[src/rtl/ifid_pipe_reg_pkg.sv]
// Shared pipeline-register definitions: widths, bubble encoding and skid state.
// Reused by the ID/EXE, EXE/MEM and MEM/WB registers.
package ifid_pipe_reg_pkg;

   localparam int DATA_W = 32;
   localparam int CNT_W  = 16;

   // sll $0,$0,0
   localparam logic [DATA_W-1:0] NOP_INSTR = 32'h0000_0000;

   typedef enum logic {
      SKID_EMPTY = 1'b0,
      SKID_FULL  = 1'b1
   } skid_state_e;

   // Event counters stick at all-ones rather than wrapping.
   function automatic logic [CNT_W-1:0] sat_inc(input logic [CNT_W-1:0] cnt);
      return (&cnt) ? cnt : cnt + 1'b1;
   endfunction

endpackage

[src/rtl/ifid_pipe_reg_if.sv]
// IF/ID boundary bundle: fetch-side inputs, decode-side outputs and debug counters.
interface ifid_pipe_reg_if;
   import ifid_pipe_reg_pkg::*;

   logic              STALL_IN;
   logic              FLUSH_IN;
   logic [DATA_W-1:0] Instr_IN;
   logic [DATA_W-1:0] PC_IN;
   logic              InstrValid_IN;
   logic [DATA_W-1:0] Instr_OUT;
   logic [DATA_W-1:0] PC_OUT;
   logic              Valid_OUT;
   logic              FetchHold_OUT;
   logic              Overflow_OUT;
   logic [CNT_W-1:0]  StallCount_OUT;
   logic [CNT_W-1:0]  FlushCount_OUT;

   // Driver side (fetch / hazard unit).
   modport master (
      output STALL_IN, FLUSH_IN, Instr_IN, PC_IN, InstrValid_IN,
      input  Instr_OUT, PC_OUT, Valid_OUT, FetchHold_OUT, Overflow_OUT,
             StallCount_OUT, FlushCount_OUT
   );

   // Pipeline register side.
   modport slave (
      input  STALL_IN, FLUSH_IN, Instr_IN, PC_IN, InstrValid_IN,
      output Instr_OUT, PC_OUT, Valid_OUT, FetchHold_OUT, Overflow_OUT,
             StallCount_OUT, FlushCount_OUT
   );
endinterface

[src/rtl/ifid_skid_slot.sv]
// One-entry instruction+PC buffer that catches fetch returns while IF/ID is stalled.
//
// state      | meaning
// SKID_EMPTY | no buffered instruction
// SKID_FULL  | one instruction buffered; fetch must hold its PC
module ifid_skid_slot
   import ifid_pipe_reg_pkg::*;
(
   input  logic              clk_i,
   input  logic              rst_n_i,
   input  logic              load_i,
   input  logic              drain_i,
   input  logic              clear_i,
   input  logic [DATA_W-1:0] data_i,
   input  logic [DATA_W-1:0] pc_i,
   output logic [DATA_W-1:0] data_o,
   output logic [DATA_W-1:0] pc_o,
   output logic              full_o
);

   skid_state_e       state_q, state_d;
   logic [DATA_W-1:0] data_q, pc_q;

   // Slot state register.
   always_ff @(posedge clk_i or negedge rst_n_i) begin
      if (!rst_n_i) state_q <= SKID_EMPTY;
      else          state_q <= state_d;
   end

   // Clear (wrong path) wins; a load during a drain keeps the slot full.
   always_comb begin
      state_d = state_q;
      if (clear_i)      state_d = SKID_EMPTY;
      else if (load_i)  state_d = SKID_FULL;
      else if (drain_i) state_d = SKID_EMPTY;
   end

   // Buffered entry; only written on a load that is not being squashed.
   always_ff @(posedge clk_i or negedge rst_n_i) begin
      if (!rst_n_i) begin
         data_q <= '0;
         pc_q   <= '0;
      end else if (load_i && !clear_i) begin
         data_q <= data_i;
         pc_q   <= pc_i;
      end
   end

   assign data_o = data_q;
   assign pc_o   = pc_q;
   assign full_o = (state_q == SKID_FULL);

endmodule

[src/rtl/ifid_pipe_reg.sv]
// IF/ID pipeline register with stall/flush, skid capture and saturating event counters.
module ifid_pipe_reg
   import ifid_pipe_reg_pkg::*;
(
   input  logic           CLOCK,
   input  logic           RESET,
   ifid_pipe_reg_if.slave bus
);

   logic [DATA_W-1:0] instr_q, instr_d;
   logic [DATA_W-1:0] pc_q, pc_d;
   logic              valid_q, valid_d;
   logic              ovf_q, ovf_d;
   logic [CNT_W-1:0]  stall_cnt_q, stall_cnt_d;
   logic [CNT_W-1:0]  flush_cnt_q, flush_cnt_d;

   logic              skid_load, skid_drain, skid_clear, skid_full;
   logic [DATA_W-1:0] skid_data, skid_pc;

   ifid_skid_slot u_skid (
      .clk_i   (CLOCK),
      .rst_n_i (RESET),
      .load_i  (skid_load),
      .drain_i (skid_drain),
      .clear_i (skid_clear),
      .data_i  (bus.Instr_IN),
      .pc_i    (bus.PC_IN),
      .data_o  (skid_data),
      .pc_o    (skid_pc),
      .full_o  (skid_full)
   );

   // Next output-register contents and skid controls, flush > stall > advance.
   always_comb begin
      instr_d    = instr_q;
      pc_d       = pc_q;
      valid_d    = valid_q;
      ovf_d      = ovf_q;
      skid_load  = 1'b0;
      skid_drain = 1'b0;
      skid_clear = 1'b0;
      if (bus.FLUSH_IN) begin
         instr_d    = NOP_INSTR;
         valid_d    = 1'b0;
         skid_clear = 1'b1;
      end else if (bus.STALL_IN) begin
         if (bus.InstrValid_IN) begin
            if (!skid_full) skid_load = 1'b1;
            else            ovf_d     = 1'b1;
         end
      end else if (skid_full) begin
         // Older buffered instruction goes first; a new one refills the slot.
         instr_d    = skid_data;
         pc_d       = skid_pc;
         valid_d    = 1'b1;
         skid_drain = 1'b1;
         skid_load  = bus.InstrValid_IN;
      end else begin
         instr_d = bus.InstrValid_IN ? bus.Instr_IN : NOP_INSTR;
         pc_d    = bus.PC_IN;
         valid_d = bus.InstrValid_IN;
      end
   end

   // Debug event counters; a combined stall+flush counts only as a flush.
   always_comb begin
      stall_cnt_d = stall_cnt_q;
      flush_cnt_d = flush_cnt_q;
      if (bus.FLUSH_IN)      flush_cnt_d = sat_inc(flush_cnt_q);
      else if (bus.STALL_IN) stall_cnt_d = sat_inc(stall_cnt_q);
   end

   // Output register, sticky overflow flag and counters.
   always_ff @(posedge CLOCK or negedge RESET) begin
      if (!RESET) begin
         instr_q     <= NOP_INSTR;
         pc_q        <= '0;
         valid_q     <= 1'b0;
         ovf_q       <= 1'b0;
         stall_cnt_q <= '0;
         flush_cnt_q <= '0;
      end else begin
         instr_q     <= instr_d;
         pc_q        <= pc_d;
         valid_q     <= valid_d;
         ovf_q       <= ovf_d;
         stall_cnt_q <= stall_cnt_d;
         flush_cnt_q <= flush_cnt_d;
      end
   end

   assign bus.Instr_OUT      = instr_q;
   assign bus.PC_OUT         = pc_q;
   assign bus.Valid_OUT      = valid_q;
   assign bus.FetchHold_OUT  = skid_full;
   assign bus.Overflow_OUT   = ovf_q;
   assign bus.StallCount_OUT = stall_cnt_q;
   assign bus.FlushCount_OUT = flush_cnt_q;

endmodule
[src/flat_wrapper.sv]
// flat-port wrapper written by rule: the top's interface ports become plain ports
module ifid_pipe_reg_flat import ifid_pipe_reg_pkg::*;
  (CLOCK, RESET, bus_STALL_IN, bus_FLUSH_IN, bus_Instr_IN, bus_PC_IN, bus_InstrValid_IN, bus_Instr_OUT, bus_PC_OUT, bus_Valid_OUT, bus_FetchHold_OUT, bus_Overflow_OUT, bus_StallCount_OUT, bus_FlushCount_OUT);
  ifid_pipe_reg_if bus_i ();
  input  logic CLOCK;
  input  logic RESET;
  input wire logic [$bits(bus_i.STALL_IN)-1:0] bus_STALL_IN;
  input wire logic [$bits(bus_i.FLUSH_IN)-1:0] bus_FLUSH_IN;
  input wire logic [$bits(bus_i.Instr_IN)-1:0] bus_Instr_IN;
  input wire logic [$bits(bus_i.PC_IN)-1:0] bus_PC_IN;
  input wire logic [$bits(bus_i.InstrValid_IN)-1:0] bus_InstrValid_IN;
  output wire logic [$bits(bus_i.Instr_OUT)-1:0] bus_Instr_OUT;
  output wire logic [$bits(bus_i.PC_OUT)-1:0] bus_PC_OUT;
  output wire logic [$bits(bus_i.Valid_OUT)-1:0] bus_Valid_OUT;
  output wire logic [$bits(bus_i.FetchHold_OUT)-1:0] bus_FetchHold_OUT;
  output wire logic [$bits(bus_i.Overflow_OUT)-1:0] bus_Overflow_OUT;
  output wire logic [$bits(bus_i.StallCount_OUT)-1:0] bus_StallCount_OUT;
  output wire logic [$bits(bus_i.FlushCount_OUT)-1:0] bus_FlushCount_OUT;
  assign bus_i.STALL_IN = bus_STALL_IN;
  assign bus_i.FLUSH_IN = bus_FLUSH_IN;
  assign bus_i.Instr_IN = bus_Instr_IN;
  assign bus_i.PC_IN = bus_PC_IN;
  assign bus_i.InstrValid_IN = bus_InstrValid_IN;
  assign bus_Instr_OUT = bus_i.Instr_OUT;
  assign bus_PC_OUT = bus_i.PC_OUT;
  assign bus_Valid_OUT = bus_i.Valid_OUT;
  assign bus_FetchHold_OUT = bus_i.FetchHold_OUT;
  assign bus_Overflow_OUT = bus_i.Overflow_OUT;
  assign bus_StallCount_OUT = bus_i.StallCount_OUT;
  assign bus_FlushCount_OUT = bus_i.FlushCount_OUT;
  ifid_pipe_reg u_core (.CLOCK(CLOCK), .RESET(RESET), .bus(bus_i));
endmodule
[config.mk]
export PLATFORM = sky130hd
export DESIGN_NAME = ifid_pipe_reg_flat
export DESIGN_NICKNAME = d
export VERILOG_FILES = /design/src/rtl/ifid_pipe_reg_pkg.sv /design/src/rtl/ifid_pipe_reg_if.sv /design/src/rtl/ifid_skid_slot.sv /design/src/rtl/ifid_pipe_reg.sv /design/src/flat_wrapper.sv
export SDC_FILE = /design/constraint.sdc
export NUM_CORES = 1
export LEC_CHECK = 0
export CAP_MARGIN = 25
export CORE_AREA = 3 3 129 131
export DETAILED_ROUTE_END_ITERATION = 7
export DIE_AREA = 0 0 132 134
export GPL_TIMING_DRIVEN = 0
export MAX_ROUTING_LAYER = met4
export PLACE_DENSITY_LB_ADDON = 0.3
export SETUP_SLACK_MARGIN = 0.3
export SYNTH_ARGS = -nofsm -noshare
export SYNTH_HDL_FRONTEND = slang
export SYNTH_SLANG_ARGS = --single-unit
[constraint.sdc]
create_clock -name CLOCK -period 3.33 [get_ports CLOCK]
set_input_delay 0.666 -clock CLOCK [delete_from_list [all_inputs] [get_ports CLOCK]]
set_output_delay 0.666 -clock CLOCK [all_outputs]
set_load 0.01 [all_outputs]
==> summary.txt <==
Finish
  – ANT cells: 0
  – Synthesis-to-finish area growth: 37.15%
  – Fin nets: 837
  – Layout cells sized above 1: 0.1544
  – Fillcell total: 1247
  – Core Util, Final: 0.6050

Synth
  – Sequential share of the synthesized area: 0.5884
  – Area leader, netlist: dfrtp_1
  – Multiplexer share of the synthesized area: 0.1551
  – Primary FF master, synth: dfrtp_1
  – Syn Nets: 649
  – Area fraction in and, or, nand and nor cells after synthesis: 0.1202
  – Most numerous cell in the Yosys netlist: dfrtp_1
  – Syn Area/Cell: 12.03 sq um
  – Synth Area in Adders: 0.007220
  – #FFs+latches synth: 163
  – EDFF count, synth: 0
  – Post-Synth XOR/XNOR Area: 0.03159
  – Ys async rst share: 1.000
  – Compound-Gate Fraction of Synth Area: 0.07383
  – Distinct cells, synth: 36
  – Synth warnings: 0
  – Ranking of synthesized cells by area: dfrtp_1 (59%), mux2_2 (11%), mux2i_1 (4.6%), a221oi_1 (4.0%), nor3_1 (3.1%)
  – Synth top area share: 0.5884
  – Syn Inst Count: 576
  – Most common library cells after synthesis: dfrtp_1 (163), mux2_2 (66), nand2_1 (44)
  – Largest family of logic cells by synthesized area: multiplexers
  – Mapped cell area: 6932 sq um

Setup path
  – Setup crit start: bus_STALL_IN
  – Critical Path Fanout Max: 10
  – Worst Path Arrival: 3100 ps
  – Worst setup path category: in -> reg
  – Endpoint class of the critical path: register
  – WP data required: 3630 ps
  – Startpoint types: input pin
  – Worst R2R Start: u_core.bus.StallCount_OUT[0]$_DFFE_PN0P_

Clocking
  – CTS tree: done
  – Clk sinks: 163
  – Clock Latency Late Sink: 420 ps
  – CTS clk-pin slew, worst paths: 60 ps
  – Clock Tree Root: clkbuf_16
  – Clk buf depth: 2
  – Htree depth: 4
  – Cts hold-fix bufs: 0
  – Number of CTS-inserted buffers: 17

Die
  – Core Area: 15710 sq um
  – Die extent in y: 134 microns
  – Effective utilization at floorplan: 0.4412
  – Die width: 132 microns
  – Full die area: 17690 sq um
  – Rows: 46
  – Io pins: 168

Hold path
  – Hold WC Path Type: in -> async

Route
  – Antenna-violating nets left: 0
  – DRT iter0 DRCs: 288
  – TritonRoute pass-1 iters: 4
  – Final wirelength: 17.70 mm
  – DR vias/cell: 5.360
  – Avg WL per Cell: 17.83 microns
  – DRC violations left: 0
  – Via total after detailed routing: 5322

Power and ir drop
  – Largest vdd supply drop: 432.1 uV
  – Sequential Power Share: 0.454
  – Switching Fraction: 0.2822
  – PD cells: 632.7 nW/um^2
  – Comb pwr share: 0.225
  – P_sw: 1.697 mW
  – Pleak: 3.997 nW
  – Cell internal pwr: 4.317 mW
  – Clk pwr share: 0.320

Flow run
  – Max Cap Violations: 0

STA
  – Crit path setup slack, layout: 532.7 ps
  – Fmax: 357.5 MHz
  – Max_slew headroom: 0.5118
  – Hold Fails Final Rpt: 0
  – Final clock skew: 9.554 ps
  – Setup Viol. Count Final: 0
  – Unrepaired setup endpoints after global routing: no
  – Tightest Pin Transition: 732.3 ps
  – Post-layout min period: 2797 ps
  – Slew Limit Fails: 0
  – Final worst-path cycle share: 0.8400

Placed design
  – PortBufs: 166
  – RD Place Congestion: 0.8681
  – Detailed placement HPWL: 12.53 mm
  – Setup WS pre-CTS: -353.7 ps

Global routing
  – Largest net degree at the start of global routing: 88
  – Global-route wire length before repair: 28.65 mm
  – Antenna violations before repair: 0
  – Grt ovf: 0
  – Total GRT Usage: 0.2095
  – Vias in the first global route: 5527

Status
  – Status: finished, final reports clean
layout by cell type (no fill, tap or decap), drive strengths merged:
master,n
xor2,17
clkdlybuf4s50,165
nor2,43
a31oi,2
nor4,4
and3,6
inv,3
a21oi,5
o2111ai,1
buf,11
or4b,1
ha,4
nand4,12
or4,2
nor3,43
nand2b,2
xnor2,8
and4,2
clkinvlp,3
mux2i,32
a21o,1
clkbuf,49
a221oi,32
a31o,1
dfrtp,163
o21ai,32
nand2,44
bufinv,2
nor3b,3
nor2b,2
a41oi,1
clkinv,6
mux2,67
nand3,8
repair_timing:
action,4_1_cts,5_1_grt
setup buffers,0,2
cloned,0,0
setup endpoints to repair,59,49
gates resized for setup,4,5
power groups by stage:
stage / Combinational [mW] / Sequential (mW) / Clock, mW
final: 1.35 / 2.73 / 1.93
after global placement: 1.31 / 2.73 / 0
after detailed placement: 1.36 / 2.76 / 0
after floorplan: 0.611 / 2.77 / 0
after CTS: 1.37 / 2.73 / 1.96
after global routing: 1.47 / 2.79 / 2.04
per-layer routing:
| layer | routed length (microns) | vias up | share of wire | global-route usage |
|---|---|---|---|---|
| li1 | - | 2448 | - | - |
| met1 | 7266 | 2690 | 0.41 | 0.2542 |
| met2 | 9020 | 166 | 0.51 | 0.3464 |
| met3 | 1167 | 18 | 0.066 | 0.05364 |
| met4 | 249 | 0 | 0.014 | 0.06651 |
| met5 | 0 | - | 0 | - |
logic make-up (layout without fill, tap and decap cells):
family	Yosys count	in the layout
adders and majority gates	4	4
and+or+nand+nor	172	172
DFF	163	163
muxes	99	99
AOI/OAI and AO/OA	75	75
buffers and inverters	38	239
xor gates and xnor gates	25	25
metrics by stage:
| stage | TNS, ps | area, sq um | hold slack, ps | power [mW] | cells |
|---|---|---|---|---|---|
| after floorplan | 0 | 6932 | 370.4 | 3.378 | 576 |
| after CTS | 0 | 9479 | 289.5 | 6.054 | 991 |
| after global routing | 0 | 9507 | 310.6 | 6.304 | 993 |
| after global placement | -784950 | 8864 | 455.5 | 4.034 | 958 |
| after detailed placement | -18380 | 8892 | 459.0 | 4.117 | 959 |
| final | 0 | 9507 | 255.6 | 6.015 | 993 |
path summary, 6_finish.rpt:
kind,end,slack [ps],cells after the start
max in group asynchronous,u_core.u_skid.data_o[28]$_DFFE_PN0P_,2220,2
worst min-delay path,u_core.bus.FlushCount_OUT[6]$_DFFE_PN0P_,260,1
worst max-delay path,u_core.u_skid.pc_o[1]$_DFFE_PN0P_,530,9
min in group CLOCK,u_core.bus.Overflow_OUT$_DFFE_PN0P_,470,1
worst min register to register,u_core.bus.Overflow_OUT$_DFFE_PN0P_,470,1
worst max register to register,u_core.bus.StallCount_OUT[1]$_DFFE_PN0P_,1330,5
critical path, stage by stage:
cell,delay [ps]
clkdlybuf4s50_1,480
clkbuf_4,220
inv_2,120
clkbuf_2,240
ha_1,330
nor3b_1,250
buf_4,200
clkbuf_4,240
mux2_2,360
layout make-up:
class / count / area, sq um / area share
well taps: 216 / 270.3 / 0.02843
flip-flops and latches: 163 / 4079 / 0.4291
inverters: 2 / 7.507 / 0.0007897
multi-input cells: 375 / 2689 / 0.2828
plain buffers: 36 / 176.4 / 0.01856
clock buffers: 20 / 446.7 / 0.04699
repair buffers: 169 / 1705 / 0.1794
clock inverters: 12 / 132.6 / 0.01395
registers in the layout (all words and copies together) (netlist names):
register,count
u_core.bus.Overflow_OUT,1
u_core.bus.PC_OUT,32
u_core.u_skid.pc_o,32
u_core.bus.Valid_OUT,1
u_core.bus.FlushCount_OUT,16
u_core.u_skid.data_o,32
u_core.u_skid.full_o,1
u_core.bus.Instr_OUT,32
u_core.bus.StallCount_OUT,16
(Power assumes the default switching activity.)
